File: config.mk
export PLATFORM = sky130hd
export DESIGN_NAME = decoder_seq
export DESIGN_NICKNAME = d
export VERILOG_FILES = /design/src/rtl/decoder_pkg.sv /design/src/rtl/decoder_dwell_timer.sv /design/src/rtl/decoder_seq.sv
export SDC_FILE = /design/constraint.sdc
export NUM_CORES = 1
export LEC_CHECK = 0
export BUFFER_PORTS_ARGS = -buffer_cell sky130_fd_sc_hd__buf_2
export CAP_MARGIN = 10
export CORE_ASPECT_RATIO = 1.75
export CORE_MARGIN = 5
export CORE_UTILIZATION = 50
export CTS_CLUSTER_DIAMETER = 30
export DETAILED_ROUTE_END_ITERATION = 10
export PLACE_DENSITY = 0.75
export SYNTH_ARGS = -nofsm -noshare
export SYNTH_HDL_FRONTEND = slang
export SYNTH_SLANG_ARGS = --single-unit
File: constraint.sdc
create_clock -name clk -period 1.9 [get_ports clk]
set_input_delay 0.095 -clock clk [delete_from_list [all_inputs] [get_ports clk]]
set_output_delay 0.095 -clock clk [all_outputs]
set_load 0.01 [all_outputs]
File: src/rtl/decoder_pkg.sv
// rtl/decoder_pkg.sv - shared types, mode constants and one-hot helper for decoder_seq
//
// Purpose: state encoding, mode encoding and the index-to-one-hot helper used
// by the select decoder. No ports.
package decoder_pkg;

  typedef enum logic [1:0] {
    ST_IDLE  = 2'd0,
    ST_DRIVE = 2'd1,
    ST_SCAN  = 2'd2
  } state_e;

  localparam logic MODE_DIRECT = 1'b0;
  localparam logic MODE_SCAN   = 1'b1;

  // Widest decoder the helper can serve (SEL_W up to 8).
  localparam int unsigned ONEHOT_MAX = 256;

  // Returns a single set bit at position idx, or zero when idx is outside the
  // out_w legal targets. Callers size-cast the result down to their OUT_W.
  function automatic logic [ONEHOT_MAX-1:0] onehot(input int unsigned idx,
                                                   input int unsigned out_w);
    logic [ONEHOT_MAX-1:0] r;
    r = '0;
    if (idx < out_w && idx < ONEHOT_MAX) begin
      r = {{(ONEHOT_MAX-1){1'b0}}, 1'b1} << idx;
    end
    return r;
  endfunction

endpackage

File: src/rtl/decoder_dwell_timer.sv
// rtl/decoder_dwell_timer.sv - loadable dwell down-counter with step pulse
//
// Purpose: times how long each scan index stays active.
// Ports:
//   clk, rst : clock, asynchronous active-high reset
//   load     : load value into both the counter and the reload register
//   value    : dwell value (cycles-per-step minus one)
//   run      : count enable
//   step     : high in a running cycle where the counter is at zero; the
//              counter reloads on that edge, so a step occurs every value+1
//              running cycles
module decoder_dwell_timer #(
  parameter int DWELL_W = 8
) (
  input  logic               clk,
  input  logic               rst,
  input  logic               load,
  input  logic [DWELL_W-1:0] value,
  input  logic               run,
  output logic               step
);

  logic [DWELL_W-1:0] count_q, count_d;
  logic [DWELL_W-1:0] reload_q, reload_d;

  assign step = run & (count_q == '0);

  always_comb begin
    count_d  = count_q;
    reload_d = reload_q;
    if (load) begin
      count_d  = value;
      reload_d = value;
    end else if (run) begin
      count_d = step ? reload_q : count_q - DWELL_W'(1);
    end
  end

  always_ff @(posedge clk or posedge rst) begin
    if (rst) begin
      count_q  <= '0;
      reload_q <= '0;
    end else begin
      count_q  <= count_d;
      reload_q <= reload_d;
    end
  end

endmodule

File: src/rtl/decoder_seq.sv
// rtl/decoder_seq.sv - registered binary-to-one-hot select decoder with direct and scan modes
//
// Purpose: drives one of OUT_W one-hot select lines. A valid/ready handshake
// loads a select code; DIRECT holds that line, SCAN steps the active line
// through all targets with a programmable dwell.
// Ports:
//   clk, rst  : clock, asynchronous active-high reset
//   en        : global enable, low forces outputs off
//   mode      : 0 = DIRECT, 1 = SCAN, sampled every cycle
//   sel_valid : select code offered
//   sel       : select code / scan start index
//   sel_ready : combinational accept-ready
//   dwell     : cycles-per-step minus one, sampled at accept
//   op        : registered one-hot output (or zero)
//   op_idx    : registered index of the active bit (0 when op is zero)
//   busy      : registered, high while scanning
//   err       : registered one-cycle pulse on an out-of-range accept
module decoder_seq
  import decoder_pkg::*;
#(
  parameter int SEL_W   = 3,
  parameter int OUT_W   = 8,
  parameter int DWELL_W = 8
) (
  input  logic               clk,
  input  logic               rst,
  input  logic               en,
  input  logic               mode,
  input  logic               sel_valid,
  input  logic [SEL_W-1:0]   sel,
  output logic               sel_ready,
  input  logic [DWELL_W-1:0] dwell,
  output logic [OUT_W-1:0]   op,
  output logic [SEL_W-1:0]   op_idx,
  output logic               busy,
  output logic               err
);

  // One extra bit so OUT_W == 2**SEL_W is representable for the range check.
  localparam logic [SEL_W:0]   OUT_LIM  = OUT_W[SEL_W:0];
  localparam logic [SEL_W-1:0] LAST_IDX = SEL_W'(OUT_W - 1);

  state_e             state_q, state_d;
  logic [OUT_W-1:0]   op_q, op_d;
  logic [SEL_W-1:0]   idx_q, idx_d;
  logic               busy_q, busy_d;
  logic               err_q, err_d;

  logic               accept;
  logic               in_range;
  logic               step;
  logic               tmr_load;
  logic               tmr_run;
  logic [DWELL_W-1:0] tmr_value;

  // rst term keeps ready low while reset is asserted, even if en is high.
  assign sel_ready = en & ~rst & (state_q != ST_SCAN);
  assign accept    = sel_valid & sel_ready;
  assign in_range  = {1'b0, sel} < OUT_LIM;

  // Loading zero while disabled doubles as the counter clear.
  assign tmr_load  = ~en | accept;
  assign tmr_value = accept ? dwell : '0;
  assign tmr_run   = en & (state_q == ST_SCAN) & (mode == MODE_SCAN);

  decoder_dwell_timer #(
    .DWELL_W (DWELL_W)
  ) u_dwell_timer (
    .clk   (clk),
    .rst   (rst),
    .load  (tmr_load),
    .value (tmr_value),
    .run   (tmr_run),
    .step  (step)
  );

  always_comb begin
    state_d = state_q;
    idx_d   = idx_q;
    err_d   = 1'b0;
    if (!en) begin
      state_d = ST_IDLE;
      idx_d   = '0;
    end else if (accept) begin
      // An accept wins over a same-cycle mode change; mode as sampled now
      // decides whether this becomes a hold or a scan.
      if (!in_range) begin
        state_d = ST_IDLE;
        idx_d   = '0;
        err_d   = 1'b1;
      end else begin
        idx_d   = sel;
        state_d = (mode == MODE_SCAN) ? ST_SCAN : ST_DRIVE;
      end
    end else begin
      case (state_q)
        ST_DRIVE: begin
          if (mode != MODE_DIRECT) begin
            state_d = ST_IDLE;
            idx_d   = '0;
          end
        end
        ST_SCAN: begin
          if (mode != MODE_SCAN) begin
            state_d = ST_IDLE;
            idx_d   = '0;
          end else if (step) begin
            idx_d = (idx_q == LAST_IDX) ? '0 : idx_q + SEL_W'(1);
          end
        end
        default: ;
      endcase
    end
    // Output is derived from a single index, so it can never be multi-hot.
    op_d   = (state_d == ST_IDLE) ? '0 : OUT_W'(onehot(32'(idx_d), OUT_W));
    busy_d = (state_d == ST_SCAN);
  end

  always_ff @(posedge clk or posedge rst) begin
    if (rst) begin
      state_q <= ST_IDLE;
      op_q    <= '0;
      idx_q   <= '0;
      busy_q  <= 1'b0;
      err_q   <= 1'b0;
    end else begin
      state_q <= state_d;
      op_q    <= op_d;
      idx_q   <= idx_d;
      busy_q  <= busy_d;
      err_q   <= err_d;
    end
  end

  assign op     = op_q;
  assign op_idx = idx_q;
  assign busy   = busy_q;
  assign err    = err_q;

endmodule

### Word-level counts from Yosys, hierarchy flattened

Index checks and enable logic that the tools add are counted.

* flip-flop bits (word level): 30
* input port bits: 16
* output and inout bits: 14
* logic and storage cells: 44

* add/subtract/negate cells: 2
* eq/ne operators: 5
* shift operators: 1
* muxes and demuxes: 18
* bitwise logic cells: 9
* reductions and logical operators: 3

Operator list (count)
* $mux W8: 5
* $mux W3: 6
* $mux W2: 5
* $logic_not A8 Y1: 1
* $shl A1 B3 Y8 const A: 1
* $sub A8 B1 Y8 const B: 1
* $and A1 B1 Y1: 6
* $pmux W3 S2: 1
* $eq A2 B2 Y1 const B: 2
* $pmux W2 S2: 1
* $add A3 B1 Y3 const B: 1
* $eq A3 B3 Y1 const B: 1
* $eq A2 B1 Y1 const B: 1
* $logic_not A2 Y1: 1
* $ne A2 B2 Y1 const B: 1
* $not A1 Y1: 2
* $reduce_bool A2 Y1: 1
* $or A1 B1 Y1: 1

### Longest topological paths before layout

Gate-level depths: netlist of run 1.

* depth in word-level cells: 11
* mapped depth: 9
* mapped depth without buffers: 8

### Cells and area by module

From an unflattened synthesis of run 1, not the netlist that was laid out.

* cell total of the unflattened synthesis: 177
* area, all modules: 1732.9 um^2

By module, submodules not included
* decoder_dwell_timer: instances 1, cells each 90, area each 914.6 um^2, sequential area each 400.4 um^2
* decoder_seq: instances 1, cells each 87, area each 818.3 um^2, sequential area each 350.3 um^2

### Worst setup path before layout of run 1

OpenSTA, ideal clock, no wires.

* path kind: register -> register
* start: register state_q[0]
* end: register op_q[0], in the netlist op[0]
* setup time: 0.101 ns
* data arrival time: 1.953 ns
* data required time: 1.799 ns
* setup slack: -0.154 ns
* stages on the path, launching flop included: 10
* buffers on the path: 1
* period minus slack after synthesis: 2.054 ns
* cell sequence: dfrtp_1 > inv_1 > ha_1 > or3b_1 > buf_2 > o21a_1 > a22o_1 > a2bb2oi_4 > inv_2 > nor4_1

* cells in the longest elaborated chain, start to end: 11
* elaborated cells on any way between the ends: 21
* classes of those cells: eq/ne (3); shift (1); mux (11); bitwise (5); reduce/logical (1)

RTL lines
* start: declaration: line decoder_seq.sv:43 `state_e state_q, state_d;`
* start signal: assignment: line decoder_seq.sv:127 `state_q <= state_d;`
* $eq A2 B2 Y1: line decoder_seq.sv:64, decoder_seq.sv:96
* $and A1 B1 Y1 (2 in series): line decoder_seq.sv:64 `assign tmr_run = en & (state_q == ST_SCAN) & (mode == MODE_SCAN);`
* $and A1 B1 Y1: line decoder_dwell_timer.sv:26 `assign step = run & (count_q == '0);`
* $mux W3: line decoder_seq.sv:107 `end else if (step) begin`
* $mux W3: line decoder_seq.sv:104 `if (mode != MODE_SCAN) begin`
* $pmux W3 S2: line decoder_seq.sv:96 `case (state_q)`
* $mux W3 *: line decoder_seq.sv:84 `end else if (accept) begin`
* $mux W3 *: line decoder_seq.sv:81 `if (!en) begin`
* via idx_d[2]: line decoder_seq.sv:45 `logic [SEL_W-1:0] idx_q, idx_d;`
* $shl A1 B3 Y8 *: line decoder_pkg.sv:26 `r = {{(ONEHOT_MAX-1){1'b0}}, 1'b1} << idx;`
* $mux W8 *: line decoder_seq.sv:115 `op_d = (state_d == ST_IDLE) ? '0 : OUT_W'(onehot(32'(idx_d), OUT_W));`
* via op_d[0]: line decoder_seq.sv:44 `logic [OUT_W-1:0] op_q, op_d;`
* end signal: assignment: line decoder_seq.sv:128 `op_q <= op_d;`
* end: declaration: line decoder_seq.sv:44

Mark *: on every way through the listed nets, which the timed path passes. The rest lies on a longest branch.
A chain may end at the register's enable or synchronous reset.

### Worst setup path in the final report of run 1

* start: register u_dwell_timer.count_q[1]
* end: register op_q[1], in the netlist op[1]

* cells in the longest elaborated chain, start to end: 9

RTL lines
* start: declaration: line decoder_dwell_timer.sv:23 `logic [DWELL_W-1:0] count_q, count_d;`
* start signal: assignment: line decoder_dwell_timer.sv:44 `count_q <= count_d;`
* $logic_not A8 Y1: line decoder_dwell_timer.sv:26
* $and A1 B1 Y1: line decoder_dwell_timer.sv:26
* $mux W3: line decoder_seq.sv:107
* $mux W3: line decoder_seq.sv:104
* $pmux W3 S2: line decoder_seq.sv:96
* $mux W3: line decoder_seq.sv:84
* $mux W3: line decoder_seq.sv:81
* via idx_d[1]: line decoder_seq.sv:45
* $shl A1 B3 Y8: line decoder_pkg.sv:26
* $mux W8: line decoder_seq.sv:115
* via op_d[1]: line decoder_seq.sv:44

The timed path passes the listed nets, and every way through them passes these cells.

==> results.cfg, run 1 <==
[status]
violations = setup timing
status = complete, but fails checks

[route]
vias = 1778
drtIter0Drc = 90
remaining_drc_errors = 0
routed_wl_um = 5770
ant_nets = 0
routedWlPerCell_um = 20.0
routed_via_density = 6.15
drtPass1Iterations = 5

[pwr]
ir_worst_vdd_mv = 0.654
leakagePower_nw = 1.11
p_total_w = 0.00165
p_per_area_nw_per_um2 = 665

[critical_path]
cp.arrival_ps = 2290
crit_slowest_cell = dfrtp_1
rrSetupSlack_ps = -200
required_ps = 2090
critPathMaxStageDelay_ps = 400
start_kind = register
cp_cell_sequence = inv_2 -> ha_4 -> and4bb_2 -> nand3_4 -> buf_6 -> mux2i_2 -> a2bb2oi_2 -> inv_2 -> nor3_1
crit_family = simple AND/OR/NAND/NOR gates
critical_path_class = reg2reg
critPathCaptureType = register
critical_path_buf_inv_count = 3
cp_max_fo = 5
crit_path_frequent_cell = inv_2

[synth]
yosys-top-cells-area = dfrtp_1 (44%), nand2_1 (5.5%), ha_1 (4.4%), a21boi_0 (3.9%), nor3_1 (2.6%)
synth_area_per_cell_um2 = 9.60
synth-edff-count = 0
dominantRegCellSynth = dfrtp_1
synth_nets = 201
synth_seq_area_share = 0.437
synth_commonest_cells = dfrtp_1 (30), nand2_1 (25), a21boi_0 (9), nor3_1 (9)
async_flop_share = 1.00
synth_top_area_share = 0.437
synthCells = 179
synthDistinctLibCells = 49
yosysTopAreaCell = dfrtp_1
synth_area_um2 = 1720
synth_seq_cells = 30
synthMostInstantiatedCell = dfrtp_1
synth_warnings = 0

[finish]
layout.cells.non_filler = 289
final_nets = 265
drive_gt1_frac = 0.455
nFillCells = 231
n_antenna_cell = 0
area.growth.synth_to_final_pct = 44.7
stdcell_area_um2 = 2490

[clocking]
path_clk_slew_ps = 70
htree_levels = 2
clock_latency_ps = 290
numClockSinks = 30
cts_tree = done
numCtsBuffers = 5
cts_root_buf = clkbuf_8
clockBufferDepth = 2

[place]
placed_area_um2 = 2080
pre_cts_slack_ps = -210
port_buffers = 28
post-dp-hpwl_um = 3660
dpl.cell_count = 269
place.gp.congestion = 0.879

[sta]
finalHoldViolCount = 0
setup_ws_ps = -199
worstMarginPinSlew_ps = 525
fin_crit_sh = 1.10
skew_ps = 3.15
setup_tns_ps = -1420
grt_setup_unrepaired = true
setup-violations-final = 12
fmax_ghz = 0.476
slew_violations = 0
fin_crit_ps = 2100
max_slew_margin = 0.650

[global_route]
overflow = 0
grt_pass1_vias = 1826
grt_max_degree = 27
antenna_found_initial = 0
grt_pass1_wl_um = 8690
grt_usage = 0.254

[die]
dieArea_um2 = 4760
die_w_um = 54.3
die_h_um = 87.6
ios = 30
coreArea_um2 = 3360
start_util = 0.511
core.rowCount = 28

[job]
drv_cap = 0

[min_path]
hp-class = in2reg
-- area by class of cell --
class	count	area (um2)	share of cell area
multi-input combinational	131	1100	0.443
sequential	30	753	0.303
timing repair buffer	67	454	0.183
clock buffer	5	68.8	0.0277
tap	45	56.3	0.0226
inverter	8	32.5	0.0131
clock inverter	3	21.3	0.00855
-- cells in the final DEF, fill, tap and decap left out, types with 6 or more instances in the layout --
cell      netlist  routed
buf_2           2      28
dfrtp_1        30      28
o21ai_0         8       6
nor3_1          9       6
a21boi_0        9       9
buf_4           2      33
nor2_1          6       6
a21oi_1         8       7
nand2_1        25      24
-- sequential cells by signal, summed over array words and instances (netlist names) --
register / cells
busy: 1
op: 8
op_idx: 3
state_q: 2
u_dwell_timer.count_q: 8
u_dwell_timer.reload_q: 8
-- kinds of logic after synthesis --
family | after synthesis | synth area share
AND/OR/NAND/NOR | 68 | 0.221
other | 1 | 0.00218
multiplexers | 2 | 0.0116
XOR/XNOR | 2 | 0.0102
adder cells (fa/ha/maj) | 6 | 0.0437
AO/OA/AOI/OAI | 52 | 0.230
flip-flops | 30 | 0.437
buffers and inverters | 18 | 0.0451
-- through the flow --
step / util / hold slack (ps)
CTS: 0.684 / 33.5
floorplan: - / 186
global route: 0.740 / 55.8
global placement: 0.618 / 176
finish: 0.740 / 39.3
detailed placement: 0.618 / 184
-- layer usage --
layer | up-vias | share of wire | GRT usage
li1 | 783 | - | -
met1 | 885 | 0.33 | 0.268
met2 | 87 | 0.57 | 0.433
met3 | 23 | 0.054 | 0.0562
met4 | 0 | 0.046 | 0.161
met5 | - | 0 | 0
-- worst min-delay path, delay by kind of cell --
kind	cells	cell delay [ps]
AND/OR/NAND/NOR	2	120
buffers and inverters	1	80
-- power by group --
group	leakage, nW	internal [W]	switching (W)	total, W
sequential	0.405	0.000670	0.0000356	0.000706
combinational	0.661	0.000202	0.000223	0.000425
clock	0.0441	0.000257	0.000268	0.000524
total	1.11	0.00113	0.000526	0.00165
-- worst paths after layout --
path | from | end | depth (start not counted)
max reg2reg | u_dwell_timer.count_q[1] | op[1] | 9
min | dwell[0] | u_dwell_timer.reload_q[0] | 3
min reg2reg | u_dwell_timer.reload_q[5] | u_dwell_timer.reload_q[5] | 2
max in group asynchronous | rst | u_dwell_timer.count_q[3] | 4
max | u_dwell_timer.count_q[1] | op[1] | 9
min in group asynchronous | rst | u_dwell_timer.reload_q[0] | 3
-- repair_timing --
item                                    CTS  global route
hold endpoints to repair                 11             0
endpoints found under the setup margin   10            16
pin swaps                                 8            12
hold buffers                              1             0
buffers inserted                          4             7
resized for setup                        22            28
No activity file was read; power rests on OpenSTA's default activity.
==> run 2, diff against run 1 <==
--- a/config.mk
+++ b/config.mk
@@ -15,4 +15,5 @@
 export PLACE_DENSITY = 0.75
 export SYNTH_ARGS = -nofsm -noshare
 export SYNTH_HDL_FRONTEND = slang
+export SYNTH_HIERARCHICAL = 1
 export SYNTH_SLANG_ARGS = --single-unit
==> results.cfg, run 2 <==
[finish]
layout.cells.non_filler = 294
area.growth.synth_to_final_pct = 43.8
final_common_cell = buf_4
drive_gt1_frac = 0.446
layout_common_cells = buf_4 (35), dfrtp_1 (30), buf_2 (28)
final_nets = 270
n_antenna_cell = 0

[status]
status = complete, but fails checks
violations = setup timing

[critical_path]
worstRegToRegCells = 12
cp.arrival_ps = 2500
rr_startpoint = state_q[0]
start_kind = register
required_ps = 2060
rrSetupSlack_ps = -430
cp_max_fo = 5
critPathCaptureType = register
critical_path_class = reg2reg
r2r-end = op[1]

[pwr]
p_per_area_nw_per_um2 = 642
clockPowerShare = 0.344
p_int_w = 0.00113
p_sw_w = 0.000468
seqPwrFrac = 0.425
leakagePower_nw = 1.21
p_sw_frac = 0.292
ir_worst_vdd_mv = 0.762
p_comb_frac = 0.231

[die]
ios = 30
coreArea_um2 = 3360
die_h_um = 87.9
dieArea_um2 = 4790
die_w_um = 54.5
start_util = 0.515
core.rowCount = 28

[sta]
setup-violations-final = 13
setup_ws_ps = -433
slew_violations = 0
worstMarginPinSlew_ps = 685
max_slew_margin = 0.543
setup_tns_ps = -3960
fin_crit_sh = 1.23
grt_setup_unrepaired = true
skew_ps = 8.22
fin_crit_ps = 2330
finalHoldViolCount = 0
holdWs_ps = 203
fmax_ghz = 0.429

[synth]
synth_nets = 199
async_flop_share = 1.00
synth_area_um2 = 1730
synth_top_area_share = 0.433
synth_warnings = 6
synth_seq_cells = 30
synthDistinctLibCells = 50
yosysTopAreaCell = dfrtp_1
dominantRegCellSynth = dfrtp_1
synth-edff-count = 0
synth_commonest_cells = dfrtp_1 (30), nor2_1 (23), o21ai_0 (14)
yosys-top-cells-area = dfrtp_1 (43%), nor2_1 (5.0%), mux2_2 (4.5%), ha_1 (4.3%), o21ai_0 (4.0%)
synth_area_per_cell_um2 = 9.79
synth_seq_area_share = 0.433
synthMostInstantiatedCell = dfrtp_1
synthCells = 177

[route]
routedWlPerCell_um = 18.1
routed_wl_um = 5320
drtPass1Iterations = 5
routed-wl-met3_um = 169
vias = 1708
drtIter0Drc = 57
m1WireLength_um = 1870
wl_met2_um = 3020
routed_via_density = 5.81
ant_nets = 0
top_layer = met4
remaining_drc_errors = 0

[clocking]
numClockSinks = 30
clockBufferDepth = 2
numCtsBuffers = 5
htree_levels = 2
clock_latency_ps = 280
path_clk_slew_ps = 70
cts_tree = done
cts_root_buf = clkbuf_8

[place]
dpl.cell_count = 273
place.gp.congestion = 0.932
port_buffers = 28
post-dp-hpwl_um = 3590

[min_path]
holdCritStartpoint = dwell[7]
hp-class = in2reg
hold-path-cell-count = 4
min_to = u_dwell_timer/count_q[7]

[global_route]
overflow = 0
grt_usage = 0.233
grt_pass1_wl_um = 8070
grt_pass1_vias = 1789
grt_max_degree = 17
antenna_found_initial = 0

[job]
drv_cap = 0
## run 2: changes by cell type after synthesis, moves of 4 or more
cell      delta
nor4_1       -4
o21a_1       -5
nor3_1       -5
a21oi_1      -4
and3_1       +9
a22oi_1      +4
nor2_1      +17
mux2_2       +7
nand2_1     -21
o21ai_0      +6
nand2b_1     +7
a21boi_0     -8
## run 2: cell type report
type / count / area (um2)
clock buffer: 6 / 82.6
clock inverter: 2 / 12.5
fill: 258 / 871
inverter: 9 / 33.8
multi-input combinational: 130 / 1050
sequential: 30 / 751
tap: 45 / 56.3
timing repair buffer: 72 / 507
## run 2: critical path, cell delays in order (launching register included)
cell and delay, ps:
dfrtp_1 410, inv_2 70, ha_4 140, nand2_4 60, nor2_4 120, nand3_2 90
nor4_4 220, buf_4 180, mux2i_1 70, or3_4 380, a31oi_4 260, nand2b_1 180
nor2_1 50
## run 2: cells by family (layout without fill, tap and decap cells)
logic type / Yosys count / in the layout / share of synthesized area
simple gates: 66 / 66 / 0.213
compound gates: 43 / 43 / 0.177
flops: 30 / 30 / 0.433
buf+inv: 17 / 89 / 0.0484
mux: 10 / 10 / 0.0628
fa+ha+maj: 6 / 6 / 0.0433
xor+xnor: 4 / 4 / 0.0202
other cells: 1 / 1 / 0.00216
## run 2: per-stage QoR
| stage | power, W | instance area [um2] | setup slack, ps | util |
|---|---|---|---|---|
| floorplan | 0.000873 | 1790 | -555 | - |
| global placement | 0.000985 | 2170 | -468 | 0.644 |
| detailed placement | 0.000998 | 2170 | -588 | 0.644 |
| CTS | 0.00157 | 2400 | -378 | 0.714 |
| global route | 0.00167 | 2490 | -575 | 0.741 |
| finish | 0.00160 | 2490 | -433 | 0.741 |
## run 2: worst max path at each step
stage,startpoint,end,slack (ps),cells after the start
2_1_floorplan,state_q[0],op[4],-550,12
3_3_place_gp,state_q[0],op[4],-470,11
3_5_place_dp,state_q[0],op[4],-590,11
4_1_cts,state_q[0],op[4],-380,11
5_1_grt,state_q[0],op[7],-570,11
6_report,state_q[0],op[1],-430,12
## run 2: repair_timing
action | 4_1_cts | 5_1_grt
buffers inserted | 8 | 7
resized for setup | 15 | 19
pin swaps | 17 | 8
hold buffers | 1 | 0
endpoints found under the setup margin | 18 | 27
endpoints found under the hold margin | 30 | 0
## run 2: metal layers
metal | vias to the layer above | global-route usage
li1 | 777 | -
met3 | 23 | 0.0307
met5 | - | 0
met4 | 0 | 0.136
met1 | 852 | 0.231
met2 | 56 | 0.432
## run 2: power by group through the flow
stage	Sequential (W)	Combinational, W	Clock (W)
floorplan	0.000696	0.000178	0
global placement	0.000689	0.000295	0
detailed placement	0.000690	0.000308	0
CTS	0.000679	0.000337	0.000553
global route	0.000683	0.000395	0.000589
finish	0.000680	0.000369	0.000550
==> run 3, diff against run 2 <==
--- a/config.mk
+++ b/config.mk
@@ -9,10 +9,10 @@
 export CAP_MARGIN = 10
 export CORE_ASPECT_RATIO = 1.75
 export CORE_MARGIN = 5
-export CORE_UTILIZATION = 50
+export CORE_UTILIZATION = 47
 export CTS_CLUSTER_DIAMETER = 30
 export DETAILED_ROUTE_END_ITERATION = 10
-export PLACE_DENSITY = 0.75
+export PLACE_DENSITY = 0.71
 export SYNTH_ARGS = -nofsm -noshare
 export SYNTH_HDL_FRONTEND = slang
 export SYNTH_HIERARCHICAL = 1
==> results.cfg, run 3 (synthesis results as in run 2) <==
[status]
status = complete, but fails checks
violations = setup timing

[place]
place.gp.congestion = 0.924
post-dp-hpwl_um = 3790
dpl.cell_count = 280
pre_cts_slack_ps = -541
port_buffers = 28

[critical_path]
required_ps = 2080
cp_max_fo = 5
critPathCaptureType = register
start_kind = register
critPathMaxStageDelay_ps = 410
critical_path_class = reg2reg
crit_family = simple AND/OR/NAND/NOR gates
crit_slowest_cell = or3b_1
cp.arrival_ps = 2520
r2r-end = op[6]
worstRegToRegCells = 11
rr_startpoint = state_q[0]
cp_cell_sequence = inv_2 -> ha_4 -> nand2_4 -> nor2_4 -> nand3_2 -> nor4_4 -> or3b_1 -> a211o_1 -> a31oi_4 -> nand2b_4 -> nor2_1
critical_path_buf_inv_count = 1
cp-startpoint = state_q[0]
rrSetupSlack_ps = -430

[clocking]
clock_latency_ps = 300
cts_tree = done
path_clk_slew_ps = 70
numClockSinks = 30
htree_levels = 2
clockBufferDepth = 2
numCtsBuffers = 5
cts_root_buf = clkbuf_8

[sta]
setup_tns_ps = -3930
setup-violations-final = 14
max_slew_margin = 0.559
holdWs_ps = 187
fmax_ghz = 0.428
skew_ps = 11.1
worstMarginPinSlew_ps = 661
slew_violations = 0
grt_setup_unrepaired = true
fin_crit_sh = 1.23
fin_crit_ps = 2330
setup_ws_ps = -434
finalHoldViolCount = 0

[pwr]
ir_worst_vdd_mv = 0.552
leakagePower_nw = 1.22
p_per_area_nw_per_um2 = 641

[finish]
final_nets = 274
n_antenna_cell = 0
layout.cells.non_filler = 299
layout_common_cells = buf_4 (44), dfrtp_1 (30), buf_2 (28)
nFillCells = 265
drive_gt1_frac = 0.474
fin_util = 0.699
final_common_cell = buf_4
area.growth.synth_to_final_pct = 44.9

[die]
die_w_um = 55.9
start_util = 0.482
coreArea_um2 = 3590
die_h_um = 90.3
core.rowCount = 29
dieArea_um2 = 5050
ios = 30

[route]
routedWlPerCell_um = 17.5
routed_via_density = 5.66
ant_nets = 0
vias = 1692
routed_wl_um = 5230
remaining_drc_errors = 0
drtIter0Drc = 68
drtPass1Iterations = 4

[job]
drv_cap = 0

[min_path]
hp-class = in2reg
holdCritStartpoint = dwell[0]
min_to = u_dwell_timer/reload_q[0]
hold-path-cell-count = 4

[global_route]
grt_max_degree = 17
overflow = 0
grt_usage = 0.208
grt_pass1_vias = 1875
grt_pass1_wl_um = 8250
antenna_found_initial = 0
==> run 3: cell types whose count changed in the layout (fill, tap and decap cells not counted), moves of 2 or more <==
| cell | delta |
|---|---|
| buf_4 | +9 |
| nand2_2 | +2 |
| nor2_1 | -2 |
| nor2_2 | +3 |
| buf_6 | -4 |
==> run 3: where the power goes <==
part           switching, W  internal, W  leakage [nW]  total, W
combinational      0.000192     0.000181         0.765  0.000373
clock              0.000266     0.000291        0.0472  0.000557
sequential        0.0000174     0.000663         0.413  0.000680
total              0.000475      0.00113          1.22   0.00161
==> run 3: worst max path at each step <==
| stage | cells past startpoint | endpoint |
|---|---|---|
| 2_1_floorplan | 12 | op[4] |
| 3_3_place_gp | 11 | op[4] |
| 3_5_place_dp | 11 | op[4] |
| 4_1_cts | 11 | op[4] |
| 5_1_grt | 11 | op[6] |
| 6_report | 11 | op[6] |
==> run 3: metal layers <==
metal / vias up / routed length [um] / track usage
met5: - / 0 / 0
met4: 0 / 203 / 0.117
met2: 48 / 2950 / 0.394
met3: 17 / 174 / 0.0486
met1: 843 / 1900 / 0.196
li1: 784 / - / -
==> run 3: stage by stage <==
step                      power [W]  area (um2)
after floorplan            0.000873        1790
after global placement     0.000993        2210
after detailed placement    0.00100        2210
after CTS                   0.00158        2390
after global routing        0.00168        2510
final                       0.00161        2510
==> run 3: what timing repair did <==
item	in CTS	in global routing
endpoints found under the setup margin	17	20
pin swaps	5	15
resized for setup	14	19
buffers inserted	2	9
hold buffers	1	0
endpoints found under the hold margin	30	0
==> run 3: cell type report <==
| cell class | instances | area (um2) | area share |
|---|---|---|---|
| Sequential cell | 30 | 751 | 0.299 |
| Tap cell | 46 | 57.6 | 0.0229 |
| Clock inverter | 2 | 12.5 | 0.00498 |
| Clock buffer | 6 | 82.6 | 0.0329 |
| Inverter | 9 | 33.8 | 0.0135 |
| Multi-Input combinational cell | 130 | 1060 | 0.422 |
| Timing Repair Buffer | 76 | 514 | 0.205 |
==> run 3: worst min-delay path, cell delays in order <==
cell and delay [ps]:
buf_2 70, and3_1 140, nand2_1 70, o21ai_0 70
